$ cat config.mk
export PLATFORM = sky130hd
export DESIGN_NAME = control_sequencer
export DESIGN_NICKNAME = d
export VERILOG_FILES = /design/src/rtl/control_sequencer_pkg.sv /design/src/rtl/control_sequencer_beat_generator.sv /design/src/rtl/control_sequencer.sv
export SDC_FILE = /design/constraint.sdc
export NUM_CORES = 1
export LEC_CHECK = 0
export CAP_MARGIN = 0
export CORE_UTILIZATION = 46
export DETAILED_ROUTE_END_ITERATION = 12
export PLACE_DENSITY = 0.8
export SLEW_MARGIN = 25
export SYNTH_ARGS = -nofsm -noshare
export SYNTH_HDL_FRONTEND = slang
export SYNTH_SLANG_ARGS = --single-unit
$ cat constraint.sdc
create_clock -name w_CLK -period 2.4 [get_ports w_CLK]
set_input_delay 0.24 -clock w_CLK [delete_from_list [all_inputs] [get_ports w_CLK]]
set_output_delay 0.24 -clock w_CLK [all_outputs]
set_load 0.005 [all_outputs]
$ cat src/rtl/control_sequencer_pkg.sv
// Shared definitions for the control sequencer: opcodes, beat states and
// instruction field positions.
package control_sequencer_pkg;

    localparam int ADDR_LSB = 0;
    localparam int FUNC_LSB = 10;

    localparam logic [5:0] INST_CMP = 6'b000101;
    localparam logic [5:0] INST_JMP = 6'b001101;
    localparam logic [5:0] INST_STA = 6'b010100;
    localparam logic [5:0] INST_HLT = 6'b111111;

    // Beat encoding: bit0 = write half (IN), bit1 = ACTION, bit2 = second pair.
    typedef enum logic [3:0] {
        S1_OUT = 4'd0,
        S1_IN  = 4'd1,
        A1_OUT = 4'd2,
        A1_IN  = 4'd3,
        S2_OUT = 4'd4,
        S2_IN  = 4'd5,
        A2_OUT = 4'd6,
        A2_IN  = 4'd7,
        HALT   = 4'd8
    } state_t;

    // Accumulator-overwriting (LDA-class) functions: MSB set, low five bits clear.
    function automatic logic is_lda(input logic [5:0] func);
        return func[5] && (func[4:0] == 5'd0);
    endfunction

endpackage

$ cat src/rtl/control_sequencer_beat_generator.sv
// Eight-beat phase counter with halt/run gating; emits the read/write phase
// strobes, the scan flag and the current beat.
module control_sequencer_beat_generator
    import control_sequencer_pkg::*;
(
    input  logic   clk,
    input  logic   rst_n,
    input  logic   hold,
    input  logic   stop,
    input  logic   resume,
    output state_t phase,
    output logic   halted,
    output logic   active,
    output logic   ready_out,
    output logic   ready_in,
    output logic   hs
);

    state_t state, state_next;

    always_ff @(posedge clk or negedge rst_n) begin
        if (!rst_n) state <= S1_OUT;
        else        state <= state_next;
    end

    always_comb begin
        state_next = state;
        case (state)
            HALT:    if (resume) state_next = S1_OUT;
            S1_OUT:  if (!hold) state_next = S1_IN;
            A2_IN:   state_next = stop ? HALT : S1_OUT;
            default: state_next = state_t'(state + 4'd1);
        endcase
    end

    // Sitting at the instruction boundary without permission to go counts as halted.
    assign halted    = (state == HALT) || (state == S1_OUT && hold);
    assign active    = rst_n && !halted;
    assign phase     = state;
    assign ready_out = active && !state[0];
    assign ready_in  = active &&  state[0];
    assign hs        = active && !state[1];

endmodule

$ cat src/rtl/control_sequencer.sv
// Control sequencer: holds CI/PI, sequences fetch/decode/execute over eight
// beats and drives store address, function code and accumulator enables.
// Optional build macro SINGLE_STEP_EN adds w_STEP single-instruction stepping.
module control_sequencer
    import control_sequencer_pkg::*;
#(
    parameter int LINE_LENGTH         = 40,
    parameter int INSTR_ADDR_BITS     = FUNC_LSB - ADDR_LSB,
    parameter int INSTR_FUNCTION_BITS = 6
) (
    input  logic                           w_CLK,
    input  logic                           w_RST_N,
    input  logic                           w_RUN,
`ifdef SINGLE_STEP_EN
    input  logic                           w_STEP,
`endif
    input  logic [LINE_LENGTH-1:0]         b_MS_DATA_OUT,
    input  logic                           w_A_NEG,
    output logic                           ready_out,
    output logic                           ready_in,
    output logic                           w_HS,
    output logic                           w_ACTION,
    output logic                           w_A_ZERO,
    output logic [INSTR_ADDR_BITS-1:0]     b_MS_ADDR,
    output logic [INSTR_FUNCTION_BITS-1:0] b_FST_OUT,
    output logic                           w_STA,
    output logic                           w_HALTED
);

    localparam int PI_W = INSTR_ADDR_BITS + INSTR_FUNCTION_BITS;

    logic [INSTR_ADDR_BITS-1:0]     ci;
    logic [PI_W-1:0]                pi;
    logic [INSTR_ADDR_BITS-1:0]     pi_addr;
    logic [INSTR_FUNCTION_BITS-1:0] pi_func;
    state_t phase;
    logic   active, run_q, armed, a_neg_q;
    logic   hold, stop, resume, run_rise, in_a2, is_a2;
    logic   op_cmp, op_jmp, op_sta, op_hlt;
    logic   unused_data;

    assign pi_addr = pi[ADDR_LSB +: INSTR_ADDR_BITS];
    assign pi_func = pi[FUNC_LSB +: INSTR_FUNCTION_BITS];
    assign op_cmp  = (pi_func == INST_CMP);
    assign op_jmp  = (pi_func == INST_JMP);
    assign op_sta  = (pi_func == INST_STA);
    assign op_hlt  = (pi_func == INST_HLT);

    assign run_rise = w_RUN && !run_q;
    // A resume arms exactly one pass through S1_OUT even if w_RUN is low.
    assign hold     = !w_RUN && !armed;

`ifdef SINGLE_STEP_EN
    logic hlt_halt;

    always_ff @(posedge w_CLK or negedge w_RST_N) begin
        if (!w_RST_N)                         hlt_halt <= 1'b0;
        else if (!w_HALTED && phase == A2_IN) hlt_halt <= op_hlt;
        else if (w_HALTED && resume)          hlt_halt <= 1'b0;
    end

    assign stop   = 1'b1;
    assign resume = run_rise || (w_STEP && !hlt_halt);
`else
    assign stop   = !w_RUN || op_hlt;
    assign resume = run_rise;
`endif

    control_sequencer_beat_generator u_beat_generator (
        .clk       (w_CLK),
        .rst_n     (w_RST_N),
        .hold      (hold),
        .stop      (stop),
        .resume    (resume),
        .phase     (phase),
        .halted    (w_HALTED),
        .active    (active),
        .ready_out (ready_out),
        .ready_in  (ready_in),
        .hs        (w_HS)
    );

    always_ff @(posedge w_CLK or negedge w_RST_N) begin
        if (!w_RST_N) begin
            ci      <= '0;
            pi      <= '0;
            run_q   <= 1'b0;
            armed   <= 1'b0;
            a_neg_q <= 1'b0;
        end else begin
            run_q <= w_RUN;
            if (w_HALTED && resume)   armed <= 1'b1;
            else if (phase == S1_OUT) armed <= 1'b0;
            if (!w_HALTED) begin
                case (phase)
                    S1_IN:  ci <= ci + INSTR_ADDR_BITS'(1);
                    A1_IN:  pi <= b_MS_DATA_OUT[PI_W-1:0];
                    A2_OUT: a_neg_q <= w_A_NEG;
                    A2_IN: begin
                        // Store data here is the word at the operand address.
                        if (op_jmp)
                            ci <= b_MS_DATA_OUT[ADDR_LSB +: INSTR_ADDR_BITS];
                        else if (op_cmp && a_neg_q)
                            ci <= ci + INSTR_ADDR_BITS'(1);
                    end
                    default: ;
                endcase
            end
        end
    end

    assign in_a2     = (phase == A2_OUT) || (phase == A2_IN);
    assign is_a2     = active && in_a2;
    assign w_ACTION  = is_a2;
    assign w_A_ZERO  = is_a2 && is_lda(pi_func);
    assign w_STA     = is_a2 && op_sta;
    assign b_MS_ADDR = is_a2 ? pi_addr : ci;
    assign b_FST_OUT = pi_func;

    assign unused_data = ^b_MS_DATA_OUT[LINE_LENGTH-1:PI_W];

endmodule

Word-level counts from Yosys, hierarchy flattened
Index checks and enable logic that the tools add are counted.
Widths: inputs -> output; s select.
{ "word_totals": {"wordCells": 61, "inputBits": 44, "ff_bits": 33, "out_inout_bits": 23} }
{ "op_classes": {"n_eq_ne": 12, "muxes": 10, "n_reduce_logical": 30, "n_addsub": 2, "bitwise_logic": 1} }
{ "op_table": {"columns": ["cell", "count"], "rows": [
  ["$mux 10", 3],
  ["$pmux 10 s2", 1],
  ["$logic_and 1x1->1", 13],
  ["$mux 4", 3],
  ["$pmux 4 s3", 1],
  ["$add 10x1->10 const B", 1],
  ["$eq 4x3->1 const B", 2],
  ["$eq 6x3->1 const B", 1],
  ["$eq 6x4->1 const B", 1],
  ["$eq 6x5->1 const B", 1],
  ["$eq 6x6->1 const B", 1],
  ["$logic_not 1->1", 6],
  ["$reduce_and 2->1", 3],
  ["$logic_not 5->1", 1],
  ["$add 4x1->4 const B", 1],
  ["$eq 4x1->1 const B", 1],
  ["$eq 4x2->1 const B", 1],
  ["$eq 4x4->1 const B", 1],
  ["$logic_not 4->1", 1],
  ["$ne 2x2->1 const B", 2],
  ["$reduce_bool 2->1", 2],
  ["$logic_or 1x1->1", 3],
  ["$ne 3x3->1 const B", 1],
  ["$reduce_and 3->1", 1],
  ["2 further kinds", 3]
]} }

Depth between registers and ports, before layout
Gate-level depths: netlist of run 1.
{ "depth": {"word_depth": 8, "depth_mapped": 8, "ltp_nobuf": 6} }

Hierarchy
A second synthesis of run 1 with hierarchy kept.
{ "hier_totals": {"cells_unflattened": 181, "area_unflattened_um2": 1951.9} }
{ "modules_own_cells": {"columns": ["module", "area_per_inst_um2", "n_inst", "seq_area_each_um2", "cells_per_inst"], "rows": [
  ["control_sequencer", 1652.8, 1, 725.7, 148],
  ["control_sequencer_beat_generator", 299.0, 1, 100.1, 33]
]} }

Worst setup path before layout of run 1
Ideal clock, no wire load.
{ "synth_timing": {"path_kind": "register to register", "from": "reg u_beat_generator.state[0] (netlist: u_beat_generator.phase[0])", "to": "reg pi[10]", "setup_time_ps": 128, "arrival_ps": 1821, "stages_incl_launch_ff": 9, "t_required_ps": 2272, "slack_ps": 451, "period_less_slack_ps": 1949, "path_buffers": 2, "path_cell_list": "dfrtp_1 -> inv_1 -> ha_1 -> and2b_1 -> o21ai_2 -> and3_1 -> buf_2 -> buf_4 -> mux2_1"} }
{ "synth_between": {"elab_chain_len": 5, "elab_cells_between_ends": 7, "cone_classes": "2 x eq/ne; 1 x bitwise; 4 x reduce/logical"} }
{ "synth_rtl": {"columns": ["item", "line", "text"], "rows": [
  ["from (decl)", "control_sequencer_beat_generator.sv:19", "state_t state, state_next;"],
  ["from (signal assigned)", "control_sequencer_beat_generator.sv:23", "else state <= state_next;"],
  ["$logic_not 4->1", "control_sequencer_beat_generator.sv:37", "assign halted = (state == HALT) || (state == S1_OUT && hold);"],
  ["$logic_and 1x1->1", "control_sequencer_beat_generator.sv:37", null],
  ["$logic_or 1x1->1", "control_sequencer_beat_generator.sv:37", null],
  ["$not 1->1 (no source line)", null, null],
  ["$reduce_and 2->1 (no source line) *", null, null],
  ["to (signal assigned)", "control_sequencer.sv:97", "A1_IN: pi <= b_MS_DATA_OUT[PI_W-1:0];"],
  ["to (decl)", "control_sequencer.sv:33", "logic [PI_W-1:0] pi;"]
]} }
Mark *: on every way between the ends. The rest lies on a longest branch, timed or not.
A chain may end at the register's enable or synchronous reset.

Worst setup path in the final report of run 1
{ "layout_timing": {"from": "reg u_beat_generator.state[0] (netlist: u_beat_generator.phase[0])", "to": "out w_A_ZERO"} }
{ "layout_between": {"elab_chain_len": 7, "elab_cells_between_ends": 11, "cone_classes": "3 x eq/ne; 8 x reduce/logical"} }
{ "layout_rtl": {"columns": ["item", "line", "text"], "rows": [
  ["$logic_not 4->1", "control_sequencer_beat_generator.sv:37", null],
  ["$logic_and 1x1->1", "control_sequencer_beat_generator.sv:37", null],
  ["$logic_or 1x1->1", "control_sequencer_beat_generator.sv:37", null],
  ["$logic_not 1->1", "control_sequencer_beat_generator.sv:38", "assign active = rst_n && !halted;"],
  ["$logic_and 1x1->1", "control_sequencer_beat_generator.sv:38", null],
  ["$logic_and 1x1->1 *", "control_sequencer.sv:113", "assign is_a2 = active && in_a2;"],
  ["$logic_and 1x1->1 *", "control_sequencer.sv:115", "assign w_A_ZERO = is_a2 && is_lda(pi_func);"],
  ["to (decl)", "control_sequencer.sv:23", "output logic w_A_ZERO,"]
]} }
Marked as above.

==> results of run 1 <==
-- worst max-delay path by stage --
stage | slack (ns) | end | from
after floorplan | 0.45 | pi[10] | u_beat_generator.phase[0]
after global placement | -0.06 | w_A_ZERO | w_RUN
after detailed placement | -0.06 | w_A_ZERO | w_RUN
after CTS | -0.20 | b_MS_ADDR[9] | u_beat_generator.phase[1]
after global routing | -0.18 | w_A_ZERO | u_beat_generator.phase[0]
final | -0.10 | w_A_ZERO | u_beat_generator.phase[0]
-- cells in the final DEF, fill, tap and decap left out, types with 5 or more instances in the layout --
cell type / count
sky130_fd_sc_hd__clkbuf_8: 5
sky130_fd_sc_hd__buf_4: 28
sky130_fd_sc_hd__mux2_1: 23
sky130_fd_sc_hd__dlymetal6s2s_1: 12
sky130_fd_sc_hd__nor2_1: 9
sky130_fd_sc_hd__mux2i_1: 9
sky130_fd_sc_hd__ha_1: 5
sky130_fd_sc_hd__inv_1: 9
sky130_fd_sc_hd__nand2_1: 5
sky130_fd_sc_hd__clkdlybuf4s50_1: 26
sky130_fd_sc_hd__dfrtp_1: 32
sky130_fd_sc_hd__o211ai_1: 8
sky130_fd_sc_hd__nor3_1: 6
-- per-stage QoR --
step | hold WS, ns | power (W)
detailed placement | 0.471 | 0.00255
global placement | 0.459 | 0.00250
finish | 0.482 | 0.00310
floorplan | -0.0556 | 0.00192
CTS | 0.486 | 0.00302
global route | 0.514 | 0.00334
-- layer usage --
layer / share of wire / vias to the layer above / GRT usage
li1: - / 799 / -
met1: 0.46 / 833 / 0.284
met2: 0.48 / 61 / 0.338
met3: 0.041 / 14 / 0.0267
met4: 0.021 / 0 / 0.0964
met5: 0 / - / 0
-- cell type report --
cell class	instances	area [µm²]	share of cell area
clock buffer	6	72.6	0.0263
clock inverter	2	10.0	0.00363
inverter	11	41.3	0.0150
multi-input combinational	125	1070	0.388
sequential	33	827	0.300
tap	50	62.6	0.0227
timing repair buffer	73	674	0.245
-- critical path: stages (launching register included) --
cell                       delay, ns
sky130_fd_sc_hd__dfrtp_1        0.41
sky130_fd_sc_hd__inv_2          0.10
sky130_fd_sc_hd__ha_1           0.14
sky130_fd_sc_hd__and3b_2        0.23
sky130_fd_sc_hd__o221ai_4       0.13
sky130_fd_sc_hd__buf_4          0.16
sky130_fd_sc_hd__or4_4          0.46
sky130_fd_sc_hd__nor4b_4        0.21
sky130_fd_sc_hd__buf_2          0.15
-- flip-flops by register name, summed over array words and instances (netlist names) --
signal                  cells
run_q                       1
armed                       1
ci                         10
pi                         16
u_beat_generator.phase      4
a_neg_q                     1
-- timing repair --
item                       4_1_cts  5_1_grt
setup endpoints to repair       15       16
pin swaps                        0        4
gates resized for setup         13       26
buffers inserted                 2       10
gates cloned                     1        0
-- synth_stat cells (3+ instances only) --
cell,count,area share
sky130_fd_sc_hd__o211ai_1,8,0.030
sky130_fd_sc_hd__mux2i_1,9,0.045
sky130_fd_sc_hd__buf_6,3,0.017
sky130_fd_sc_hd__o2bb2ai_1,3,0.013
sky130_fd_sc_hd__nand2_1,6,0.011
sky130_fd_sc_hd__a22oi_1,4,0.015
sky130_fd_sc_hd__dfrtp_1,33,0.41
sky130_fd_sc_hd__a21oi_1,3,0.0075
sky130_fd_sc_hd__nand4_1,3,0.0094
sky130_fd_sc_hd__mux2_1,25,0.14
sky130_fd_sc_hd__mux2_2,4,0.022
sky130_fd_sc_hd__nor3_1,7,0.017
sky130_fd_sc_hd__buf_2,4,0.010
sky130_fd_sc_hd__ha_1,5,0.031
sky130_fd_sc_hd__buf_4,7,0.026
sky130_fd_sc_hd__inv_1,10,0.019
sky130_fd_sc_hd__nand3_1,4,0.010
sky130_fd_sc_hd__nor2_1,11,0.021
sky130_fd_sc_hd__and3_1,4,0.012
-- report_power, final --
part / leakage [nW] / switching, W / internal [W]
sequential: 0.391 / 0.000267 / 0.000815
combinational: 0.890 / 0.000697 / 0.000918
clock: 0.0450 / 0.000203 / 0.000201
-- cells by family (layout without fill, tap and decap cells) --
logic type               after synthesis  after routing  synth area share
AO/OA/AOI/OAI                         30             30             0.118
multiplexers                          38             38             0.208
buffers and inverters                 27             92            0.0775
flip-flops                            33             33             0.412
AND/OR/NAND/NOR                       52             52             0.153
adder cells (fa/ha/maj)                5              5            0.0312
==> summary.md, run 1 <==
| Metric | Value |
|---|---|
| Pwr per Cell Area | `1120 nW/µm²` |
| Outcome | `finished, violations left` |
| TritonCTS sink count | `33` |
| Number of buffers inserted during clock tree synthesis | `5` |
| Clock insertion delay at the later pin of the skew report | `0.29 ns` |
| Post-synthesis register bit count | `33` |
| Count of nets left with antenna violations after detail routing | `0` |
| H-tree levels | `2` |
| Hold-critical path depth | `1` |
| TritonCTS clock tree | `yes` |
| Row Count | `23` |
| Final Routed Wirelength | `4.82 mm` |
| Fraction of synthesis flops using an asynchronous set or reset pin | `1.00` |
| Leakage power figure | `1.33 nW` |
| Setup-violating endpoint count in the final report | `5` |
| Worst min path class | `reg -> reg` |
| Via count of the first global-routing pass | `1569` |
| Total instance count after detailed placement | `around 280` |
| Antenna diode instance count | `0` |
| R2R Setup Slk | `approximately 0.4 ns` |
| Worst ir drop on vdd | `0.000550 V` |
| Fmax | `0.399 GHz` |
| GRT Overall Usage | `0.212` |
| Total core area | `a little over 4000 µm²` |
| Synth Area per Inst | `10.8 µm²` |
| Final Instance Area | `2760 µm²` |
| Reg2reg end | `pi[10]` |
| Synthesized netlist net count | `234` |
| Number of instances in the synthesized netlist | `185` |
| Starting density of the core | `0.490` |
| Worst slack after detailed placement | `-0.0582 ns` |
| Area of the die | `around 4600 µm²` |
| Routability-driven placement congestion ratio | `0.863` |
| Buffers on Ports | `42` |
| Number of enable flip-flop cells after synthesis | `0` |
| Critical Path Source Type | `register` |
| Data arrival, critical path | `2.26 ns` |
| Startpoint of the most critical register-to-register path | `u_beat_generator.phase[0]` |
| Antenna violations before repair | `0` |
| Largest fanout on the critical path | `4` |
| Final slew viol count | `0` |
| Cell Area, Synth | `2000 µm²` |
| Portion of the post-synthesis area used by sequential elements | `0.412` |
| Setup CP Type | `reg -> out` |
| Drt first-iter violations | `130` |
| Number of nets in the layout | `298` |
| Die W | `68.0 µm` |
| Capture endpoint of the worst hold path | `pi[8]` |
| Measured slew at the worst slew-check pin | `around 0.45 ns` |
| Max-cap violations | `0` |
| First-pass GRT wire length | `7.27 mm` |
| Number of remaining DRC errors | `0` |
| Worst-case headroom to the max-slew limit | `0.700` |
| Number of buffers added to fix hold violations after cts | `0` |
| Number of fill cells | `313` |
| Depth of the most critical reg-to-reg path | `8` |
| DR WL/cell | `16.1 µm` |
| Type of destination of the critical path | `primary output` |
| Period minus WS final | `2.50 ns` |
| Overall overflow remaining after global route | `0` |
| Vias after detailed routing | `1707` |
| Final instance count without filler cells | `300` |
| RSZ-0062 raised after global routing | `true` |
| Final setup slack of the worst path | `-0.104 ns` |
| Average via count per standard cell | `5.69` |
| Sum of negative setup slack | `-0.210 ns` |
| Clock-pin slew reported for the worst setup and hold paths after clock tree synthesis | `0.07 ns` |
| Share of cells above drive strength 1 | `0.252` |
| Req. time, crit path | `2.16 ns` |
| Count of boundary I/O pins | `67` |
| Final period util | `1.04` |
| Layout overhead on the synthesized area | `37.7%` |
| Final Hold Fails | `0` |
| DIE HEIGHT | `68.0 µm` |
| Synth warn | `0` |
| Root Buffer | `sky130_fd_sc_hd__clkbuf_8` |
| Post-detailed-placement cell area | `2510 µm²` |
| Failing checks | `setup timing` |
| Maximum buffer depth of the clock tree | `2` |
| Most instantiated flip-flop cell in the synthesis netlist | `sky130_fd_sc_hd__dfrtp_1` |
| Final setup skew | `0.00858 ns` |
| Final standard cell utilization of the core | `0.675` |
| Pin count of the biggest net entering global routing | `35` |
| Iteration count of the initial detailed-routing pass | `4` |
| Min-Delay Startpoint | `pi[8]` |
| Cell variety after synth | `between 40 and 50` |
| HPWL after detailed placement | `about 3.1 mm` |
Note: power is estimated with default switching activity, not from simulation.
==> run 2: changes to the inputs <==
--- a/config.mk
+++ b/config.mk
@@ -6,6 +6,7 @@
 export NUM_CORES = 1
 export LEC_CHECK = 0
 export CAP_MARGIN = 0
+export CORE_MARGIN = 3
 export CORE_UTILIZATION = 46
 export DETAILED_ROUTE_END_ITERATION = 12
 export PLACE_DENSITY = 0.8
==> run 2 against run 1 <==
  * The run now ends clean
  * Critical path type unchanged
  * Hold slack better by 0.0067 ns
  * Flip-flop and latch count is the same
  * Non-clock buffer count down 8
  * Largest cell class unchanged
==> summary.md, run 2 (same netlist as run 1, synthesis figures left out) <==
| Metric | Value |
|---|---|
| Outcome | `finished clean` |
| Combinational share of power | `0.515` |
| Routability-driven placement congestion ratio | `0.821` |
| Number of remaining DRC errors | `0` |
| H-tree levels | `2` |
| Final Hold Fails | `0` |
| Vias after detailed routing | `1675` |
| Clock-pin slew reported for the worst setup and hold paths after clock tree synthesis | `0.06 ns` |
| Worst slack after detailed placement | `-0.0934 ns` |
| Data arrival, critical path | `about 2.1 ns` |
| Cell family with the largest share of critical-path delay | `flip-flops` |
| RSZ-0062 raised after global routing | `true` |
| Hold Worst Slack | `0.489 ns` |
| Sequential cell area | `828 µm²` |
| Max stage delay on crit path | `0.45 ns` |
| Leading cell types in the layout, fill and taps excluded | `sky130_fd_sc_hd__dfrtp_1 (31), sky130_fd_sc_hd__clkdlybuf4s50_1 (30), sky130_fd_sc_hd__buf_4 (20), sky130_fd_sc_hd__mux2_1 (18), sky130_fd_sc_hd__nor2_1 (10)` |
| Clock power frac | `0.127` |
| Most common cell after layout, fill and taps aside | `sky130_fd_sc_hd__dfrtp_1` |
| Number of flip-flops in the largest register | `16` |
| Pwr per Cell Area | `1150 nW/µm²` |
| Sw power | `0.00116 W` |
| Setup CP Type | `reg -> out` |
| Final Routed Wirelength | `4.73 mm` |
| First-pass GRT wire length | `~7.5 mm` |
| Total area of multi-input combinational cells | `1100 µm²` |
| Layout overhead on the synthesized area | `35.3%` |
| Worst ir drop on vdd | `0.000691 V` |
| Post-route total power | `0.00311 W` |
| Largest fanout on the critical path | `6` |
| Number of nets in the layout | `between 200 and 300` |
| Area of the die | `between 5000 and 6000 µm²` |
| Measured slew at the worst slew-check pin | `roughly 0.46 ns` |
| Overall overflow remaining after global route | `0` |
| Die W | `72.0 µm` |
| Final setup slack of the worst path | `0.0442 ns` |
| Share of cells above drive strength 1 | `0.264` |
| Number of buffers inserted during clock tree synthesis | `5` |
| Number of fill cells | `319` |
| Final period util | `0.982` |
| Average via count per standard cell | `5.74` |
| Count of boundary I/O pins | `67` |
| TritonCTS sink count | `33` |
| Number of buffers added to fix hold violations after cts | `0` |
| Total core area | `between 4000 and 5000 µm²` |
| CP Cell Sequence | `ha_2 -> and3b_2 -> o221ai_4 -> buf_6 -> mux2_4 -> dlygate4sd2_1` |
| Most flop-heavy register | `pi` |
| Switching portion of total power | `0.373` |
| Portion of total power attributed to sequential cells | `0.358` |
| Buffers on Ports | `between 40 and 50` |
| Root Buffer | `sky130_fd_sc_hd__clkbuf_8` |
| Drt first-iter violations | `114` |
| Type of destination of the critical path | `primary output` |
| Max-cap violations | `0` |
| Combined buffer and inverter count along the critical path | `2` |
| Req. time, crit path | `2.16 ns` |
| Fmax | `roughly 0.42 GHz` |
| Maximum buffer depth of the clock tree | `2` |
| DR WL/cell | `16.2 µm` |
| Starting density of the core | `0.490` |
| Critical Path Source Type | `register` |
| Clock insertion delay at the later pin of the skew report | `0.28 ns` |
| Leakage power figure | `roughly 1.2 nW` |
| Via count of the first global-routing pass | `1543` |
| Worst-case headroom to the max-slew limit | `0.694` |
| HPWL after detailed placement | `3.08 mm` |
| Final setup skew | `about 0.006 ns` |
| Sum of negative setup slack | `0 ns` |
| Iteration count of the initial detailed-routing pass | `4` |
| DIE HEIGHT | `72.0 µm` |
| Count of nets left with antenna violations after detail routing | `0` |
| TritonCTS clock tree | `yes` |
| Pin count of the biggest net entering global routing | `35` |
| Period minus WS final | `2.36 ns` |
| Max stage delay cell, worst path | `sky130_fd_sc_hd__dfrtp_2` |
| Final slew viol count | `0` |
| Setup-violating endpoint count in the final report | `0` |
| Final standard cell utilization of the core | `0.663` |
| Power Internal | `0.00195 W` |
| Antenna diode instance count | `0` |
| Worst min path class | `reg -> reg` |
| Antenna violations before repair | `0` |
| Row Count | `23` |
| GRT Overall Usage | `0.181` |
-- run 2: final cells by class --
| cell class | count | share of cell area |
|---|---|---|
| clock inverters | 2 | 0.00369 |
| multi-input cells | 125 | 0.405 |
| well taps | 50 | 0.0231 |
| repair buffers | 65 | 0.219 |
| inverters | 11 | 0.0162 |
| clock buffers | 6 | 0.0268 |
| flip-flops and latches | 33 | 0.306 |
-- run 2: through the flow --
step | instances | instance area [µm²]
floorplan | 185 | 2000
global placement | 277 | 2500
detailed placement | 277 | 2500
CTS | 287 | 2600
global route | 292 | 2710
finish | 292 | 2710
-- run 2: metal layers --
| metal | vias up | routed length, µm | GRT usage |
|---|---|---|---|
| met5 | - | 0 | 0 |
| met4 | 0 | 36 | 0.0438 |
| met3 | 4 | 229 | 0.0388 |
| met2 | 52 | 2350 | 0.285 |
| met1 | 829 | 2110 | 0.257 |
| li1 | 790 | - | - |
-- run 2: worst paths after layout --
check	from	end	slack, ns	cells past startpoint
setup / recovery	u_beat_generator.phase[1]	b_MS_ADDR[1]	0.04	6
hold / removal	pi[0]	pi[0]	0.49	1
setup reg to reg	u_beat_generator.phase[1]	ci[3]	0.38	7
hold reg to reg	pi[0]	pi[0]	0.49	1
max in group asynchronous	w_RST_N	u_beat_generator.phase[0]	1.53	2
min in group asynchronous	w_RST_N	pi[3]	0.53	2
-- run 2: what timing repair did --
item	CTS	global route
pin swaps	0	2
resized for setup	21	31
setup buffers	2	4
gates cloned	0	1
endpoints found under the setup margin	16	17
-- run 2: power groups by stage --
stage	logic, W	registers (W)	clock network, W
floorplan	0.000931	0.000993	0
global placement	0.00143	0.00107	0
detailed placement	0.00145	0.00109	0
CTS	0.00143	0.00108	0.000402
global route	0.00175	0.00115	0.000423
finish	0.00160	0.00111	0.000396
